<file path="config.mk">
export PLATFORM = sky130hd
export DESIGN_NAME = vend_sequencer
export DESIGN_NICKNAME = d
export VERILOG_FILES = /design/src/rtl/vend_pkg.sv /design/src/rtl/vend_timer.sv /design/src/rtl/vend_sequencer.sv
export SDC_FILE = /design/constraint.sdc
export NUM_CORES = 1
export LEC_CHECK = 0
export ABC_AREA = 0
export ABC_CLOCK_PERIOD_IN_PS = 4900
export CORE_ASPECT_RATIO = 1.5
export CORE_MARGIN = 10
export CORE_UTILIZATION = 50
export DETAILED_ROUTE_END_ITERATION = 16
export DONT_BUFFER_PORTS = 1
export GPL_ROUTABILITY_DRIVEN = 0
export SKIP_CTS_REPAIR_TIMING = 1
export SYNTH_ARGS = -nofsm -noshare
export SYNTH_HDL_FRONTEND = slang
export SYNTH_SLANG_ARGS = --single-unit
export TNS_END_PERCENT = 50
</file>
<file path="constraint.sdc">
create_clock -name clk -period 4.9 [get_ports clk]
set_input_delay 0.49 -clock clk [delete_from_list [all_inputs] [get_ports clk]]
set_output_delay 0.49 -clock clk [all_outputs]
set_load 0.005 [all_outputs]
</file>
<file path="src/rtl/vend_pkg.sv">
// vend_pkg: shared state/coin types and coin values for the vending sequencer
package vend_pkg;
    typedef enum logic [1:0] {ST_IDLE, ST_ACCEPT, ST_VEND, ST_CHANGE} state_t;
    typedef enum logic [1:0] {COIN_NICKEL, COIN_DIME, COIN_QUARTER, COIN_SLUG} coin_t;
    localparam logic [5:0] NICKEL_VAL  = 6'd1;
    localparam logic [5:0] DIME_VAL    = 6'd2;
    localparam logic [5:0] QUARTER_VAL = 6'd5;
    function automatic logic [5:0] coin_value(input coin_t c);
        return c == COIN_NICKEL ? NICKEL_VAL : c == COIN_DIME ? DIME_VAL :
               c == COIN_QUARTER ? QUARTER_VAL : 6'd0;
    endfunction
endpackage

</file>
<file path="src/rtl/vend_timer.sv">
// vend_timer: loadable down-counter; done while the count sits at zero
module vend_timer #(
    parameter int W = 8
) (
    input  logic         clk,
    input  logic         rst,
    input  logic         i_load,
    input  logic [W-1:0] i_load_val,
    output logic         o_done
);
    logic [W-1:0] r_cnt;
    always_ff @(posedge clk or posedge rst)
        if (rst) r_cnt <= '0;
        else if (i_load) r_cnt <= i_load_val;
        else if (r_cnt != '0) r_cnt <= r_cnt - 1'b1;
    assign o_done = r_cnt == '0;
endmodule

</file>
<file path="src/rtl/vend_sequencer.sv">
// vend_sequencer: coin credit, item vend with ack watchdog, and paced change return
module vend_sequencer import vend_pkg::*; #(
    parameter int PRICE0       = 3,
    parameter int PRICE1       = 4,
    parameter int PRICE2       = 5,
    parameter int PRICE3       = 7,
    parameter int MAX_CREDIT   = 20,
    parameter int CHG_GAP      = 4,
    parameter int DISP_TIMEOUT = 64
) (
    input  logic       clk,
    input  logic       rst,
    input  logic       coin_valid,
    input  logic [1:0] coin_type,
    output logic       coin_reject,
    input  logic       sel_valid,
    input  logic [1:0] sel,
    output logic       sel_reject,
    input  logic       cancel,
    output logic       disp_req,
    output logic [1:0] disp_item,
    input  logic       disp_ack,
    output logic       change_pulse,
    output logic       fault,
    output logic [4:0] credit,
    output logic       busy
);
    localparam int TW = $clog2(DISP_TIMEOUT + CHG_GAP + 1);
    state_t r_state, w_state_n;
    logic [5:0] r_credit, w_credit_n, r_price, w_price_n, w_coin_val, w_sel_price, w_sum;
    logic [1:0] r_disp_item, w_disp_item_n;
    logic r_disp_req, w_disp_req_n, r_coin_rej, w_coin_rej_n, r_sel_rej, w_sel_rej_n;
    logic r_chg, w_chg_n, r_fault, w_fault_n, w_load, w_done;
    logic [TW-1:0] w_load_val;
    function automatic logic [5:0] price_of(input logic [1:0] s);
        return s == 2'd0 ? 6'(PRICE0) : s == 2'd1 ? 6'(PRICE1) : s == 2'd2 ? 6'(PRICE2) : 6'(PRICE3);
    endfunction
    assign w_coin_val  = coin_value(coin_t'(coin_type));
    assign w_sel_price = price_of(sel);
    assign w_sum       = r_credit + w_coin_val;
    vend_timer #(.W(TW)) u_timer (
        .clk(clk), .rst(rst), .i_load(w_load), .i_load_val(w_load_val), .o_done(w_done)
    );
    always_comb begin
        w_state_n = r_state;
        w_credit_n = r_credit;
        w_price_n = r_price;
        w_disp_req_n = r_disp_req;
        w_disp_item_n = r_disp_item;
        w_coin_rej_n = coin_valid;
        w_sel_rej_n = 1'b0;
        w_chg_n = 1'b0;
        w_fault_n = 1'b0;
        w_load = 1'b0;
        w_load_val = '0;
        case (r_state)
            ST_IDLE, ST_ACCEPT: begin
                if (sel_valid) begin
                    if (r_credit >= w_sel_price) begin
                        w_credit_n = r_credit - w_sel_price;
                        w_price_n = w_sel_price;
                        w_disp_item_n = sel;
                        w_disp_req_n = 1'b1;
                        w_state_n = ST_VEND;
                        w_load = 1'b1;
                        w_load_val = TW'(DISP_TIMEOUT - 1);
                    end else w_sel_rej_n = 1'b1;
                end else if (cancel && r_state == ST_ACCEPT) begin
                    w_credit_n = r_credit - 6'd1;
                    w_chg_n = 1'b1;
                    w_state_n = ST_CHANGE;
                    w_load = 1'b1;
                    w_load_val = TW'(CHG_GAP - 1);
                end else if (coin_valid && coin_type != COIN_SLUG && w_sum <= 6'(MAX_CREDIT)) begin
                    w_credit_n = w_sum;
                    w_coin_rej_n = 1'b0;
                    w_state_n = ST_ACCEPT;
                end
            end
            ST_VEND: begin
                w_sel_rej_n = sel_valid;
                if (disp_ack) begin
                    w_disp_req_n = 1'b0;
                    w_state_n = r_credit != '0 ? ST_CHANGE : ST_IDLE;
                    w_chg_n = r_credit != '0;
                    w_credit_n = r_credit != '0 ? r_credit - 6'd1 : r_credit;
                    w_load = 1'b1;
                    w_load_val = TW'(CHG_GAP - 1);
                end else if (w_done) begin
                    // watchdog expired: refund the price and pay it all back as change
                    w_disp_req_n = 1'b0;
                    w_fault_n = 1'b1;
                    w_credit_n = r_credit + r_price - 6'd1;
                    w_chg_n = 1'b1;
                    w_state_n = ST_CHANGE;
                    w_load = 1'b1;
                    w_load_val = TW'(CHG_GAP - 1);
                end
            end
            ST_CHANGE: begin
                w_sel_rej_n = sel_valid;
                if (r_credit == '0) w_state_n = ST_IDLE;
                else if (w_done) begin
                    w_credit_n = r_credit - 6'd1;
                    w_chg_n = 1'b1;
                    w_load = 1'b1;
                    w_load_val = TW'(CHG_GAP - 1);
                end
            end
            default: w_state_n = ST_IDLE;
        endcase
    end
    always_ff @(posedge clk or posedge rst)
        if (rst) begin
            r_state <= ST_IDLE;
            r_credit <= '0;
            r_price <= '0;
            r_disp_req <= 1'b0;
            r_disp_item <= '0;
            r_coin_rej <= 1'b0;
            r_sel_rej <= 1'b0;
            r_chg <= 1'b0;
            r_fault <= 1'b0;
        end else begin
            r_state <= w_state_n;
            r_credit <= w_credit_n;
            r_price <= w_price_n;
            r_disp_req <= w_disp_req_n;
            r_disp_item <= w_disp_item_n;
            r_coin_rej <= w_coin_rej_n;
            r_sel_rej <= w_sel_rej_n;
            r_chg <= w_chg_n;
            r_fault <= w_fault_n;
        end
    assign coin_reject  = r_coin_rej;
    assign sel_reject   = r_sel_rej;
    assign disp_req     = r_disp_req;
    assign disp_item    = r_disp_item;
    assign change_pulse = r_chg;
    assign fault        = r_fault;
    assign credit       = r_credit[4:0];
    assign busy         = r_state == ST_VEND || r_state == ST_CHANGE;
endmodule
</file>
**Yosys cells after proc, flatten, opt, wreduce, memory -nomap -nowiden**

Index checks and enable logic that the tools add are counted.
Widths: inputs -> output; s select.

- Register bits: 28
- Input bits: 10
- Output and inout port bits: 13
- Logic and storage cells: 112

- Add/subtract/negate cells: 6
- Magnitude comparators: 2
- Equality and inequality tests: 17
- Multiplexer cells: 58
- Reduce and logical (&&, ||, !) cells: 19

Operator list:

| operator | count |
|---|---|
| $mux 6 | 10 |
| $mux 7 | 4 |
| $mux 2 | 13 |
| $pmux 7 s3 | 1 |
| $mux 1 | 20 |
| $pmux 6 s3 | 1 |
| $mux 3 | 4 |
| $sub 6x1->6 const B | 2 |
| $ne 2x2->1 const B | 5 |
| $eq 2x2->1 const B | 4 |
| $reduce_and 4->1 | 2 |
| $logic_not 7->1 | 1 |
| $reduce_bool 7->1 | 1 |
| $sub 7x1->7 const B | 1 |
| $add 6x3->6 | 1 |
| $add 6x6->6 | 1 |
| $eq 2x1->1 const B | 3 |
| $ge 6x3->1 | 1 |
| $le 6x5->1 const B | 1 |
| $logic_not 2->1 | 3 |
| $logic_not 6->1 | 1 |
| $ne 3x3->1 const B | 2 |
| $pmux 1 s3 | 2 |
| $pmux 2 s3 | 1 |
| 12 further kinds | 17 |

**Longest topological paths before layout**

Gate-level depths: netlist of run 1.

- Depth in word-level cells: 11
- Depth in mapped cells: 13
- Gate-level depth less buffers: 12

**Modules after synthesis**

A second synthesis of run 1 with hierarchy kept.

- Cells, all modules: 276
- Area total of the unflattened synthesis: 2327.2 um^2

Modules (own cells, without submodules):

| module | instances | cells each | area an instance (um^2) | sequential area each (um^2) |
|---|---|---|---|---|
| vend_sequencer | 1 | 229 | 1869.3 | 450.4 |
| vend_timer | 1 | 47 | 457.9 | 175.2 |

**Worst setup path after synthesis of run 1**

No wires, ideal clock.

- Path type: input -> register
- Start point: input coin_type[0]
- End point: register r_credit[1]
- Library setup time: 0.125 ns
- Data arrival time: 2.720 ns
- Required time: 4.775 ns
- Path slack: 2.055 ns
- Cell stages on the path: 10
- Buffers on the path: 1
- Cell sequence: inv_1 ha_1 fa_1 or2_0 a221o_1 o32ai_2 a41o_2 and2_4 buf_8 mux2_4

- Longest elaborated chain between the ends: 9
- Elaborated cells between the ends (all ways): 17
- Classes of those cells: add/sub: 1; order compare: 1; eq/ne: 4; mux: 7; reduce/logical: 4

RTL lines:

| element | line | source |
|---|---|---|
| start, declared | vend_sequencer.sv:14 | `input logic [1:0] coin_type,` |
| $eq 2x2->1 | vend_pkg.sv:10 | `c == COIN_QUARTER ? QUARTER_VAL : 6'd0;` |
| $mux 3 | vend_pkg.sv:10 |  |
| $mux 3 (2 in a row) | vend_pkg.sv:9 | `return c == COIN_NICKEL ? NICKEL_VAL : c == COIN_DIME ? DIME_VAL :` |
| $add 6x3->6 | vend_sequencer.sv:40 | `assign w_sum = r_credit + w_coin_val;` |
| $le 6x5->1 / $mux 6 (equally long branches) | vend_sequencer.sv:74 | `end else if (coin_valid && coin_type != COIN_SLUG && w_sum <= 6'(MAX_CREDIT)) begin` |
| $logic_and 1x1->1 / $mux 6 (equally long branches) | vend_sequencer.sv:74, vend_sequencer.sv:68 |  |
| $ne 4x4->1 (no source line) / $mux 6 (equally long branches) | n/a |  |
| $reduce_and 6->1 (no source line) / $pmux 6 s3 (equally long branches) | n/a |  |
| end signal, assigned | vend_sequencer.sv:126 | `r_credit <= w_credit_n;` |
| end, declared | vend_sequencer.sv:30 | `logic [5:0] r_credit, w_credit_n, r_price, w_price_n, w_coin_val, w_sel_price, w_sum;` |

Parallel ways exist; a longest one is shown, timed or not. The select of a mux whose other input is x is not followed.
A chain may end at the register's enable or synchronous reset.

**Final worst setup path of run 1**

- Start point: register r_credit[0]
- End point: register r_credit[2]

- Longest elaborated chain between the ends: 5
- Elaborated cells between the ends (all ways): 25
- Classes of those cells: add/sub: 5; order compare: 2; eq/ne: 4; mux: 10; reduce/logical: 4

RTL lines:

| element | line | source |
|---|---|---|
| $add 6x6->6 / $add 6x3->6 (equally long branches) | vend_sequencer.sv:93, vend_sequencer.sv:40 |  |
| $sub 6x1->6 (tied with other cells) | vend_sequencer.sv:93 | `w_credit_n = r_credit + r_price - 6'd1;` |
| $mux 6 (tied with other cells) | vend_sequencer.sv:89 | `end else if (w_done) begin` |
| $mux 6 (tied with other cells) | vend_sequencer.sv:82 | `if (disp_ack) begin` |
| $pmux 6 s3 / $reduce_and 6->1 (equally long branches) | n/a |  |

Parallel ways exist; a longest one is shown, timed or not. The select of a mux whose other input is x is not followed.

==> metrics.cfg, run 1 <==
[worst_setup_path]
cp-startpoint = r_credit[0]
path_delay_family = compound AO/OA/AOI/OAI gates
crit_chain = ha_1 > fa_1 > or2_0 > a221o_1 > o32ai_2 > a41o_2 > and2_4 > mux2_4
slowest_stage = dfrtp_1
cp_data_arrival_time_ns = 3.07
critPathCaptureType = register
required_ns = 5.06
crit_fanout = 6
path_buf_inv = 0
worstSetupPathType = reg -> reg
start_kind = register
reg2reg_from = r_credit[0]
slowest_delay_ns = 0.48

[yosys]
synth_area_leaders = dfrtp_1 (28%), ha_1 (12%), inv_1 (4.4%)
yosys.cell_types.count = 58
synth-edff-count = 0
yosysWarningCount = 0
synth_cells = 258
avgSynthCellArea_um2 = 8.584
async_reset_ff_share_pct = 100.0
yosysTopAreaCellShare_pct = 28.25
synth.net_count = 292
ys_ff_latch = 25
ys_seq_area_share_pct = 28.25
yosysTopAreaCell = dfrtp_1
synthFlopType = dfrtp_1
synth_area_mm2 = 0.002215

[sta]
final.setup_skew_ns = 0.006120
finalHoldViolCount = 0
max-slew-margin-rel_pct = 37.70
setup_viol = 0
fin_crit_sh_pct = 59.47
rsz0062_at_grt = false
layout_min_cycle_time_ns = 2.914
drv_slew = 0
max_slew.worst_pin.slew_ns = 0.9335
finalSetupTns_ns = 0
clock.fmax_mhz = 343.2

[cts]
cts_sinks = 25
htreeDepth = 1
clock_latency_ns = 0.27
clock-root-buffer = clkbuf_8
cts.clk_slew.worst_paths_ns = 0.08
max-clock-path-buffers = 2
cts_tree = built
cts_buffers = 3

[grt]
grt_max_degree = 26
top_usage_layer = met2
groute.usage.overall_pct = 15.18
grtUsageMet3_pct = 2.446
use_met2_pct = 27.30
grt_pass1_vias = 1845
antenna_found_initial = 0
grt_pass1_wl_um = 9252
grtUsageMet1_pct = 17.38
grt_overflow = 0

[cells_and_area]
nets = 283
layout_commonest_cell = inv_1
drive_gt1_share_pct = 7.258
layout_common_cells = inv_1 (26), dfrtp_1 (25), ha_1 (21)
post-route-util_pct = 52.61
area_growth_pct = 0.8474
num-fill-cells = 396
instances_no_fill = 294
num_antenna_cells = 0

[route]
drt_iter0_drc = 99
drc = 0
ant_nets = 0
routed_wl_um = 5416
viasPerCell = 6.003
num_vias = 1765
wl_per_cell_um = 18.42
drt_pass1_iterations = 4

[floorplanning]
start_util_pct = 52.17
die_h_um = 101.5
die_w_um = 74.34
io_pins = 23
fp.coreArea_mm2 = 0.004245
dieArea_mm2 = 0.007546
fp-row-count = 29

[run_status]
status = finished clean

[hold_path]
min_path_type = in -> async

[power]
leakagePower_uw = 0.001016
powerDensity_mw_per_mm2 = 706.5
peakVddDrop_mv = 0.3211
power.total_uw = 1578

[run]
drv_cap = 0

[placed_design]
io_buffer_count = 0
dpl.hpwl_um = 4357
dp.cells = 290

-- logic make-up after synthesis --
logic type / Yosys count / share of synthesized area [%]
AOI/OAI and AO/OA: 75 / 22.66
DFF: 25 / 28.25
muxes: 6 / 3.277
buffers and inverters: 40 / 8.191
adders and majority gates: 24 / 14.58
xor gates and xnor gates: 13 / 5.141
and+or+nand+nor: 75 / 17.91
-- worst reg2reg max path: cells and delay by family (launching register included) --
kind	cells	cell delay, ns
AO/OA/AOI/OAI	3	0.83
flip-flops	1	0.48
multiplexers	1	0.31
adder cells (fa/ha/maj)	2	0.72
AND/OR/NAND/NOR	2	0.46
-- sequential cells by signal, summed over array words and instances, names as in the netlist, 2 cells and up --
name and count:
disp_item 2, r_state 2, r_credit 6, u_timer.r_cnt 7, r_price 3
-- cells in the mapped netlist (4+ instances only) --
| master | instances |
|---|---|
| a21o_1 | 6 |
| a21oi_1 | 16 |
| and3_1 | 4 |
| buf_4 | 5 |
| clkbuf_1 | 6 |
| dfrtp_1 | 25 |
| ha_1 | 21 |
| inv_1 | 26 |
| nand2_1 | 18 |
| nand3_1 | 8 |
| nor2_1 | 15 |
| nor2b_1 | 4 |
| nor3_1 | 7 |
| o211ai_1 | 5 |
| o21ai_0 | 16 |
| o21ai_1 | 6 |
| or3_1 | 4 |
| xnor2_1 | 10 |
-- cell type report --
type / instances / area (um^2) / area share, %
multi-input combinational: 193 / 1408 / 63.03
tap: 46 / 57.56 / 2.577
inverter: 26 / 97.59 / 4.370
clock buffer: 4 / 45.04 / 2.017
sequential: 25 / 625.6 / 28.01
-- layer usage --
layer,part of all wire [%],vias up
li1,-,887
met1,41,835
met2,53,32
met3,4.0,11
met4,2.3,0
met5,0,-
-- path summary, 6_finish.rpt --
kind,end,slack [ns],cells after the start
max,r_credit[2],1.99,8
min,disp_item[1],0.32,1
max reg2reg,r_credit[2],1.99,8
min reg2reg,r_price[1],0.49,2
max in group asynchronous,sel_reject,4.02,1
min in group clk,coin_reject,0.37,1
-- power breakdown --
part	total [uW]	internal, uW	leakage, uW	switching, uW
Combinational	1030	475	0.000688	552
Clock	121	58.1	0.0000228	62.7
Sequential	430	289	0.000306	141
-- metrics by stage --
stage          area (um^2)  hold slack (ns)  setup WS [ns]
6_report              2233           0.3166          1.986
4_1_cts               2233           0.3568          1.991
5_1_grt               2233           0.3684          1.840
3_5_place_dp          2188           0.4741          1.957
3_3_place_gp          2188           0.4664          2.000
2_1_floorplan         2215           0.4498          2.055
Note: power is estimated with default switching activity, not from simulation.
==> run 2, diff against run 1 <==
--- a/config.mk
+++ b/config.mk
@@ -6,7 +6,7 @@
 export NUM_CORES = 1
 export LEC_CHECK = 0
 export ABC_AREA = 0
-export ABC_CLOCK_PERIOD_IN_PS = 4900
+export ABC_CLOCK_PERIOD_IN_PS = 2900
 export CORE_ASPECT_RATIO = 1.5
 export CORE_MARGIN = 10
 export CORE_UTILIZATION = 50
==> constraint.sdc (replaced) <==
create_clock -name clk -period 2.9 [get_ports clk]
set_input_delay 0.29 -clock clk [delete_from_list [all_inputs] [get_ports clk]]
set_output_delay 0.29 -clock clk [all_outputs]
set_load 0.005 [all_outputs]
==> metrics.cfg, run 2 (synthesis results as in run 1) <==
[floorplanning]
fp-row-count = 29  ; unchanged
fp.coreArea_mm2 = 0.004245  ; unchanged
die_w_um = 74.34  ; unchanged
die_h_um = 101.5  ; unchanged
dieArea_mm2 = 0.007546  ; unchanged
start_util_pct = 52.17  ; unchanged
io_pins = 23  ; unchanged

[sta]
layout_min_cycle_time_ns = 2.811  ; was 2.914 ns
hold-worst-slack_ns = 0.1030  ; was 0.3166 ns
fin_crit_sh_pct = 96.94  ; was 59.47%
final.setup_skew_ns = 0.005939  ; was 0.006120 ns
max-slew-margin-rel_pct = 37.26  ; was 37.70%
max_slew.worst_pin.slew_ns = 0.9401  ; was 0.9335 ns
finalHoldViolCount = 0  ; unchanged
post-route-worst-setup-slack_ns = 0.08882  ; was 1.986 ns
drv_slew = 0  ; unchanged
finalSetupTns_ns = 0  ; unchanged
rsz0062_at_grt = false  ; unchanged
clock.fmax_mhz = 355.7  ; was 343.2 MHz
setup_viol = 0  ; unchanged

[grt]
grt_pass1_wl_um = 9259  ; was 9252 um
grt_pass1_vias = 1866  ; was 1845
antenna_found_initial = 0  ; unchanged
groute.usage.overall_pct = 15.33  ; was 15.18%
grt_max_degree = 26  ; unchanged
grt_overflow = 0  ; unchanged

[cells_and_area]
num_antenna_cells = 0  ; unchanged
num-fill-cells = 410  ; was 396
post-route-util_pct = 53.88  ; was 52.61%
largest_register_ffs = 7  ; unchanged
largest_registers = u_timer.r_cnt: 7 flops, r_credit: 6 flops, r_price: 3 flops  ; unchanged
regMostFlops = u_timer.r_cnt  ; unchanged
layout_commonest_cell = inv_1  ; unchanged
area_growth_pct = 3.277  ; was 0.8474%
nets = 290  ; was 283
layout_common_cells = inv_1 (26), dfrtp_1 (25), ha_1 (21)  ; unchanged
drive_gt1_share_pct = 10.20  ; was 7.258%

[worst_setup_path]
critPathCaptureType = register  ; unchanged
crit_fanout = 6  ; unchanged
start_kind = register  ; unchanged
slowest_delay_ns = 0.48  ; about the same
ff2ff_setup_slack_ns = 0.09  ; was 1.99 ns
worstSetupPathType = reg -> reg  ; unchanged
cp_data_arrival_time_ns = 2.98  ; was 3.07 ns
required_ns = 3.07  ; was 5.06 ns
path_delay_family = compound AO/OA/AOI/OAI gates  ; unchanged
slowest_stage = fa_1  ; was dfrtp_1
crit_chain = ha_1 > fa_1 > or2_0 > a221o_1 > o32ai_2 > a41o_2 > and2_4 > mux2_4  ; unchanged
path_buf_inv = 0  ; unchanged

[route]
drc = 0  ; unchanged
drt_pass1_iterations = 4  ; unchanged
wl_per_cell_um = 17.99  ; was 18.42 um
num_vias = 1836  ; was 1765
ant_nets = 0  ; unchanged
drt_iter0_drc = 109  ; was 99
viasPerCell = 6.100  ; was 6.003
routed_wl_um = 5414  ; was 5416 um

[cts]
clock_latency_ns = 0.28  ; was 0.27 ns
cts.clk_slew.worst_paths_ns = 0.09  ; was 0.08 ns
cts_sinks = 25  ; unchanged
clock-root-buffer = clkbuf_8  ; unchanged
htreeDepth = 1  ; unchanged
max-clock-path-buffers = 2  ; unchanged
cts_tree = built  ; unchanged
cts_buffers = 3  ; unchanged

[placed_design]
io_buffer_count = 0  ; unchanged
dpl.hpwl_um = 4404  ; was 4357 um
post-place-ws_ns = 0.08892  ; was 1.957 ns

[run]
drv_cap = 0  ; unchanged

[hold_path]
min_path_type = in -> async  ; unchanged

[power]
powerDensity_mw_per_mm2 = 1192  ; was 706.5 mW/mm^2
peakVddDrop_mv = 0.6431  ; was 0.3211 mV
leakagePower_uw = 0.001052  ; was 0.001016 uW

[run_status]
status = finished clean  ; unchanged

==> run 2: cell count changes in the layout (fill, tap and decap cells not counted) <==
cell	before	now
buf_4	0	7
clkinv_2	0	1
clkbuf_1	1	0
==> run 2: per-layer routing <==
layer	GRT usage, %	vias up	share of wire [%]
met4	4.802	0	1.6
met1	17.02	867	40
met2	27.83	55	53
met5	0	-	0
li1	-	904	-
met3	3.327	10	5.4
==> run 2: final timing paths <==
check,from,endpoint,cells after the start
min,rst,disp_item[0],1
min in group clk,coin_valid,coin_reject,1
min reg2reg,r_price[1],r_price[1],2
max,r_credit[0],r_credit[1],8
max in group asynchronous,rst,u_timer.r_cnt[4],1
max reg2reg,r_credit[0],r_credit[1],8
==> run 2: final cells by class <==
type	instances	area, um^2	area share [%]
Multi-Input combinational cell	193	1408	61.54
Inverter	26	97.59	4.267
Timing Repair Buffer	7	52.55	2.298
Sequential cell	25	625.6	27.35
Clock inverter	1	5.005	0.2188
Clock buffer	3	41.29	1.805
Tap cell	46	57.56	2.516
==> run 2: through the flow <==
step           instances  instance area, um^2  power, uW
5_1_grt              301                 2287       3017
2_1_floorplan        258                 2215       2122
6_report             301                 2287       2726
3_5_place_dp         296                 2233       2509
4_1_cts              300                 2280       2738
3_3_place_gp         296                 2233       2502
==> run 2: worst reg2reg max path: stages, from the launching register on <==
cell and delay [ns]:
dfrtp_1 0.40, ha_1 0.23, fa_1 0.48, or2_0 0.24, a221o_1 0.32, o32ai_2 0.26
a41o_2 0.26, and2_4 0.20, mux2_4 0.31
==> run 2: power breakdown <==
part	leakage [uW]	switching, uW	internal (uW)	total [uW]
logic	0.000721	1000	848	1850
registers	0.000306	169	490	659
clock network	0.0000255	118	96.4	215
